### src/rtl/fft_addr_gen.sv
// fft_addr_gen: radix-2 in-place FFT butterfly address generator.
// Turns the control stage's pair_id/stage stream into butterfly read
// addresses and a twiddle ROM index. It delays the read addresses through a
// model of the butterfly pipeline to form write-back addresses, and pulses
// pipeline_clear once every pair of the stage has been written back.
//
// Ports:
//   clk, reset       rising-edge clock, asynchronous active-high reset
//   fft_active       control stage is in its FFT state
//   pair_id          current pair index from control
//   stage_counter    current stage s from control
//   rd_valid         one butterfly read issued this cycle
//   rd_addr_a/b      lower/upper operand addresses
//   tw_addr          twiddle ROM index
//   wr_valid         one butterfly result written back this cycle
//   wr_addr_a/b      write-back addresses (rd_* delayed by BF_LATENCY)
//   pipeline_clear   one-cycle pulse: current stage fully written back
module fft_addr_gen #(
    parameter int unsigned N             = 32,
    parameter int unsigned BF_LATENCY    = 4,
    parameter int unsigned ADDR_W        = $clog2(N),
    parameter int unsigned pair_id_width = $clog2(N / 2),
    parameter int unsigned stage_width   = $clog2($clog2(N))
) (
    input  logic                     clk,
    input  logic                     reset,
    input  logic                     fft_active,
    input  logic [pair_id_width-1:0] pair_id,
    input  logic [stage_width-1:0]   stage_counter,
    output logic                     rd_valid,
    output logic [ADDR_W-1:0]        rd_addr_a,
    output logic [ADDR_W-1:0]        rd_addr_b,
    output logic [ADDR_W-2:0]        tw_addr,
    output logic                     wr_valid,
    output logic [ADDR_W-1:0]        wr_addr_a,
    output logic [ADDR_W-1:0]        wr_addr_b,
    output logic                     pipeline_clear
);

    localparam int unsigned LOG2N  = $clog2(N);
    localparam int unsigned TW_W   = ADDR_W - 1;
    localparam int unsigned HALF_N = N / 2;
    localparam int unsigned LAT    = BF_LATENCY;

    typedef enum logic [1:0] {
        IDLE,
        ISSUE,
        DRAIN,
        CLEAR
    } state_t;

    state_t            state;
    state_t            state_n;
    logic [ADDR_W-1:0] issued_cnt;
    logic [ADDR_W-1:0] cnt_n;
    logic              issue;
    logic              abort;

    // Butterfly pipeline model: valid bits plus address copies
    logic [LAT-1:0]    sr_v;
    logic [LAT-1:0]    nxt_v;
    logic [ADDR_W-1:0] sr_a [LAT];
    logic [ADDR_W-1:0] sr_b [LAT];

    // Address arithmetic on the sampled inputs
    logic [ADDR_W-1:0]      pid;
    logic [ADDR_W-1:0]      half;
    logic [ADDR_W-1:0]      mask;
    logic [ADDR_W-1:0]      addr_a;
    logic [ADDR_W-1:0]      addr_b;
    logic [stage_width-1:0] tw_sh;
    logic [TW_W-1:0]        tw_c;

    always_comb begin
        pid    = ADDR_W'(pair_id);
        half   = ADDR_W'(1) << stage_counter;
        mask   = half - ADDR_W'(1);
        // Insert a zero at bit s of the pair index
        addr_a = ((pid & ~mask) << 1) | (pid & mask);
        addr_b = addr_a + half;
        // LOG2N-1 always fits in stage_width bits
        tw_sh  = stage_width'(LOG2N - 1) - stage_counter;
        tw_c   = TW_W'((pid & mask) << tw_sh);
    end

    // Valid bits as they will look after this edge (shift in rd_valid)
    assign nxt_v = LAT'({sr_v, rd_valid});

    // State register
    always_ff @(posedge clk or posedge reset) begin
        if (reset) begin
            state <= IDLE;
        end else begin
            state <= state_n;
        end
    end

    // Next-state, issue and abort decisions
    always_comb begin
        state_n = state;
        cnt_n   = issued_cnt;
        issue   = 1'b0;
        abort   = 1'b0;
        case (state)
            IDLE: begin
                cnt_n = '0;
                if (fft_active) begin
                    state_n = ISSUE;
                end
            end
            ISSUE: begin
                if (!fft_active) begin
                    abort   = 1'b1;
                    cnt_n   = '0;
                    state_n = IDLE;
                end else if ((pid == issued_cnt) && (issued_cnt < ADDR_W'(HALF_N))) begin
                    issue = 1'b1;
                    cnt_n = issued_cnt + ADDR_W'(1);
                    if (issued_cnt == ADDR_W'(HALF_N - 1)) begin
                        state_n = DRAIN;
                    end
                end
            end
            DRAIN: begin
                if (!fft_active) begin
                    abort   = 1'b1;
                    cnt_n   = '0;
                    state_n = IDLE;
                end else if (nxt_v == '0) begin
                    // Last wr_valid is on the bus now; clear follows it
                    state_n = CLEAR;
                end
            end
            CLEAR: begin
                cnt_n   = '0;
                state_n = fft_active ? ISSUE : IDLE;
            end
            default: begin
                cnt_n   = '0;
                state_n = IDLE;
            end
        endcase
    end

    // Registered outputs, issue counter and butterfly delay line
    always_ff @(posedge clk or posedge reset) begin
        if (reset) begin
            issued_cnt     <= '0;
            rd_valid       <= 1'b0;
            rd_addr_a      <= '0;
            rd_addr_b      <= '0;
            tw_addr        <= '0;
            pipeline_clear <= 1'b0;
            sr_v           <= '0;
            for (int i = 0; i < LAT; i++) begin
                sr_a[i] <= '0;
                sr_b[i] <= '0;
            end
        end else begin
            issued_cnt     <= cnt_n;
            rd_valid       <= issue;
            pipeline_clear <= (state_n == CLEAR);
            if (issue) begin
                rd_addr_a <= addr_a;
                rd_addr_b <= addr_b;
                tw_addr   <= tw_c;
            end
            sr_v    <= abort ? '0 : nxt_v;
            sr_a[0] <= rd_addr_a;
            sr_b[0] <= rd_addr_b;
            for (int i = 1; i < LAT; i++) begin
                sr_a[i] <= sr_a[i-1];
                sr_b[i] <= sr_b[i-1];
            end
        end
    end

    assign wr_valid  = sr_v[LAT-1];
    assign wr_addr_a = sr_a[LAT-1];
    assign wr_addr_b = sr_b[LAT-1];

endmodule

### config.mk
export PLATFORM = sky130hd
export DESIGN_NAME = fft_addr_gen
export DESIGN_NICKNAME = d
export VERILOG_FILES = /design/src/rtl/fft_addr_gen.sv
export SDC_FILE = /design/constraint.sdc
export NUM_CORES = 1
export LEC_CHECK = 0
export CORE_UTILIZATION = 45
export CTS_BUF_LIST = sky130_fd_sc_hd__clkbuf_2
export DETAILED_ROUTE_END_ITERATION = 12
export GPL_ROUTABILITY_DRIVEN = 0
export PLACE_DENSITY = 0.68
export RECOVER_POWER = 25
export SLEW_MARGIN = 10
export SYNTH_ARGS = -nofsm -noshare
export SYNTH_HDL_FRONTEND = slang
export SYNTH_SLANG_ARGS = --single-unit
### constraint.sdc
create_clock -name clk -period 5 [get_ports clk]
set_input_delay 0.5 -clock clk [delete_from_list [all_inputs] [get_ports clk]]
set_output_delay 0.5 -clock clk [all_outputs]
set_load 0.02 [all_outputs]
; After elaboration in Yosys (flattened, before gate mapping)
; Cells that the tools add are included.
[word_totals]
regBits = 67
in_bits = 10
output_inout_bits = 27
wordCells = 59
[op_classes]
addsub = 4
order_cmp = 1
n_eq_ne = 8
shift = 2
n_mux = 18
n_bitwise = 4
n_reduce_logical = 6
[ops]
columns = operator, count
row1 = 5-bit 2-to-1 mux, 3
row2 = 5-bit case mux with 3 select lines, 1
row3 = 2-bit 2-to-1 mux, 6
row4 = 2-bit case mux with 4 select lines, 1
row5 = "2-bit equality test, second input constant", 3
row6 = 1-bit 2-to-1 mux, 6
row7 = "5-bit by 1-bit adder with 5-bit output, second input constant", 1
row8 = 5-bit adder, 1
row9 = 4-bit by 5-bit bitwise AND with 5-bit output, 1
row10 = 4-bit by 5-bit equality test with 1-bit output, 1
row11 = "5-bit by 4-bit equality test with 1-bit output, second input constant", 1
row12 = "5-bit less-than comparator, second input constant", 1
row13 = 5-bit bitwise OR, 1
row14 = "1-bit by 3-bit left shift with 5-bit output, first input constant", 1
row15 = 5-bit by 3-bit left shift with 4-bit output, 1
row16 = "5-bit by 1-bit subtractor with 5-bit output, second input constant", 1
row17 = 4-bit bitwise AND, 1
row18 = 4-bit logical NOT, 1
row19 = 4-bit 2-to-1 mux, 1
row20 = 4-bit NOT, 1
row21 = 2-bit OR reduction, 2
row22 = "3-bit != test, second input constant", 1
row23 = "3-bit subtractor, first input constant", 1
row24 = "2-bit by 1-bit equality test with 1-bit output, second input constant", 1
row25 = other kinds (4), 4

; Logic depth before layout (Yosys ltp)
[logic_depth]
ltp_word = 6
mapped_depth = 12
ltp_nobuf = 12

; Worst setup path before layout
; OpenSTA, ideal clock, no wires.
[synth_path]
path_kind = input to register
from = input port stage_counter[0]
to = register rd_addr_b[4]
setup_time_ns = 0.126
t_arrival_ns = 2.366
required_time_ns = 4.874
setup_slack_ns = 2.508
cell_stages = 12
path_buffers = 0
path_cell_list = inv_1 ha_1 ha_1 xnor2_1 a22o_1 inv_1 fa_1 inv_1 a21o_1 a21oi_1 xnor2_1 o21ai_0
[synth_via]
elab_chain_len = 6
word_cells_on_any_way = 7
cone_classes = add/sub (2) / shift (1) / bitwise (4)
[synth_rtl]
columns = item, line_no
row1 = "start, declared", 29  ; input logic [stage_width-1:0] stage_counter,
row2 = 1-bit by 3-bit left shift with 5-bit output *, 76  ; half = ADDR_W'(1) << stage_counter;
row3 = 5-bit by 1-bit subtractor with 5-bit output *, 77  ; mask = half - ADDR_W'(1);
row4 = 4-bit NOT, 79  ; addr_a = ((pid & ~mask) << 1) | (pid & mask);
row5 = 4-bit bitwise AND, 79
row6 = 5-bit bitwise OR *, 79
row7 = named net addr_a[1], 69  ; logic [ADDR_W-1:0] addr_a;
row8 = 5-bit adder *, 80  ; addr_b = addr_a + half;
row9 = "end signal, assigned", 165  ; rd_addr_b <= addr_b;
row10 = "end, declared", 32  ; output logic [ADDR_W-1:0] rd_addr_b,
; Mark *: on every way through the listed nets, which the timed path passes. The rest lies on a longest branch.
; A chain may end at the register's enable or synchronous reset.

; Final worst setup path
; Same ends and word-level chain as after synthesis.

==> impl_metrics.csv <==
group,metric,value,unit
setup_path,reg2reg_depth,5,
setup_path,worst_r2r_startpoint,"issued_cnt[3]",
setup_path,worst_path_max_delay_cell,"clkdlybuf4s50_1",
detailed_routing,vias_per_cell,5.01,
setup_path,reg2reg_slack,2640,ps
timing,rsz0062_at_grt,"false",
setup_path,critical_path.endpoint,"rd_addr_b[4]",
clocking,clock_sinks,67,
hold_path,holdCritPathClass,"flop to flop",
synthesis,synthSimpleGateAreaFrac,10.1,%
synthesis,synthTopCellsByArea,"dfrtp_1 60%, ha_1 7.1%, buf_4 2.7%",
setup_path,reg2reg_to,"rd_addr_a[2]",
global_routing,grt_max_degree,68,
synthesis,yosys.area.top_type,"dfrtp_1",
clocking,clk_path_buf_depth,2,
final_layout,fin_nets,289,
floorplan,ios,37,
synthesis,seq_area_frac_synth,59.9,%
synthesis,yosysMostFrequentCell,"dfrtp_1",
detailed_routing,first_pass_iters,4,
setup_path,crit_family,"adder cells",
global_routing,grt_pass1_wl,7730,um
final_layout,area_growth_syn_to_layout,17.1,%
timing,hold_violations,0,
timing,worst_hold_slack,356,ps
setup_path,cp.depth,13,
clocking,cts_root_buf,"clkbuf_2",
timing,max-slew-margin-rel,45.9,%
clocking,cts_buffers,9,
clocking,htree_levels,3,
run_status,status,"finished, final reports clean",
global_routing,grt-ovfl-total,0,
timing,period_share,58.4,%
timing,setup_tns,0,ps
floorplan,fp-row-count,28,
floorplan,start_util,47.0,%
setup_path,cp_slowest_stage_delay,590,ps
placement,hpwl,3190,um
setup_path,critPathLaunchType,"input pin",
detailed_routing,drt-total-wl,4530,um
placement,placed_cells,326,
synthesis,synthTopCellsByCount,"67 x dfrtp_1, 17 x inv_1, 16 x ha_1, 16 x nand2_1, 14 x o21ai_0",
setup_path,critPathBufInv,4,
clocking,cts_tree,"yes",
global_routing,grt_pass1_vias,1682,
floorplan,die_x,80.9,um
detailed_routing,drc,0,
placement,port-buffer-count,36,
synthesis,synth.top_cell.area_share,59.9,%
synthesis,synthMuxAreaShare,2.41,%
timing,setup_viol,0,
synthesis,syn_area_per_cell,12.3,sq um
clocking,ctsResizeCount,0,
detailed_routing,wl_per_cell,13.3,um
final_layout,final_util,55.0,%
synthesis,ys_seq_elements,67,
timing,slew_viol_final,0,
synthesis,netlist_instances,228,
synthesis,syn_area,0.00280,sq mm
power,vdd_drop_max,0.218,mV
synthesis,synth_edf_count,0,
synthesis,synth-compound-area-share,11.2,%
power,power_density,467,mW/mm^2
final_layout,diodes,0,
synthesis,ys_warn_count,0,
floorplan,die-height,80.9,um
timing,worst_pin_slew,811,ps
timing,max_freq,343,MHz
synthesis,async_flop_share,100,%
synthesis,synthFlopType,"dfrtp_1",
synthesis,syn_nets,255,
setup_path,cp.required,5370,ps
final_layout,drive_above_1_share,10.5,%
floorplan,core_area,0.00596,sq mm
timing,clock_skew,11.6,ps
floorplan,dieArea,0.00654,sq mm
setup_path,path_max_fanout,7,
global_routing,antenna_found_initial,0,
final_layout,final-instance-count-excl-fill,342,
clocking,post-cts-setup-buffer-count,0,
setup_path,worstSetupEndpointType,"flop",
clocking,clkTransAtPathRegs,180,ps
setup_path,cp_cell_sequence,"clkdlybuf4s50_1 > inv_1 > ha_1 > ha_1 > xnor2_1 > a22o_1 > inv_1 > fa_1 > inv_1 > a21o_1 > a21oi_1 > xnor2_1 > o21ai_0",
detailed_routing,vias,1714,
clocking,hold_buffers,0,
synthesis,synth_top_family_by_area,"compound AO/OA/AOI/OAI gates",
setup_path,critPathArrivalTime,3290,ps
synthesis,ys_types,41,
setup_path,worstSetupPathType,"input pin to flop",
detailed_routing,dr.first_iter.drc_count,75,
timing,period_needed,2920,ps
setup_path,cp-startpoint,"stage_counter[0]",
synthesis,synth_xor_area_share,2.82,%
run,maxCapViolations,0,
clocking,clk_latency,450,ps
setup_path,cp_common_cell,"inv_1",
power,p_leak,1.58,nW
detailed_routing,antenna_left,0,
global_routing,track_usage,16.0,%
synthesis,synth_fa_ha_area_share,7.86,%
## cells in the final DEF, fill, tap and decap left out, drive strengths merged, types with 4 or more instances in the layout
cell / instances
a31oi: 4
ha: 16
a21oi: 10
o21ai: 14
xor2: 5
a21o: 4
dfrtp: 67
nand2: 16
clkinv: 5
nor2: 5
mux2: 6
xnor2: 4
inv: 17
clkdlybuf4s50: 36
and2: 6
clkbuf: 9
nor2b: 4
## worst min path at each step
stage               depth (start not counted)  slack (ps)       end     start
floorplan                                   0         330  sr_a[10]  sr_a[15]
global placement                            0         330   sr_a[9]  sr_a[14]
detailed placement                          0         330  sr_a[11]  sr_a[16]
CTS                                         0         360  sr_b[13]  sr_b[18]
global route                                0         340  sr_b[12]  sr_b[17]
finish                                      0         360  sr_b[13]  sr_b[18]
## worst register-to-register path, stage by stage, from the launching register on
cell	delay, ps
dfrtp_1	470
xor2_1	220
nor4_4	390
nand4_2	490
inv_1	330
mux2_2	360
## cell type report
class	instances	area (sq um)
Tap cell	75	93.8
Fill cell	536	2680
Inverter	17	63.8
Multi-Input combinational cell	130	962
Sequential cell	67	1680
Clock buffer	9	45.0
Clock inverter	7	68.8
Timing Repair Buffer	37	368
## registers in the layout, summed over array words and instances (netlist names), 5 cells and up
signal,flops
issued_cnt,5
rd_addr_a,5
rd_addr_b,5
sr_a,15
sr_b,15
wr_addr_a,5
wr_addr_b,5
## kinds of logic (layout without fill, tap and decap cells)
family / count (synthesis) / in the layout
XOR/XNOR: 9 / 9
buffers and inverters: 31 / 70
AO/OA/AOI/OAI: 48 / 48
flip-flops: 67 / 67
adder cells (fa/ha/maj): 17 / 17
AND/OR/NAND/NOR: 50 / 50
multiplexers: 6 / 6
## metal layers
| metal | GRT usage [%] | vias to the layer above | routed length [um] |
|---|---|---|---|
| li1 | - | 837 | - |
| met1 | 20.5 | 835 | 2090 |
| met2 | 24.5 | 35 | 2220 |
| met3 | 4.27 | 7 | 137 |
| met4 | 9.11 | 0 | 82 |
| met5 | 0 | - | 0 |
## per-stage QoR
step	cell area (sq um)	setup WS [ps]	power [mW]
after floorplan	2800	2510	1.08
after global placement	3160	1720	1.23
after detailed placement	3160	1610	1.25
after CTS	3280	2120	1.55
after global routing	3280	1890	1.63
final	3280	2080	1.53
## report_power, final
group	total [mW]	internal, mW	leakage [nW]	switching, mW
clock network	0.300	0.114	0.0693	0.186
logic	0.441	0.206	0.615	0.235
registers	0.790	0.717	0.898	0.0732
total	1.53	1.04	1.58	0.494
No activity file was read; power rests on OpenSTA's default activity.
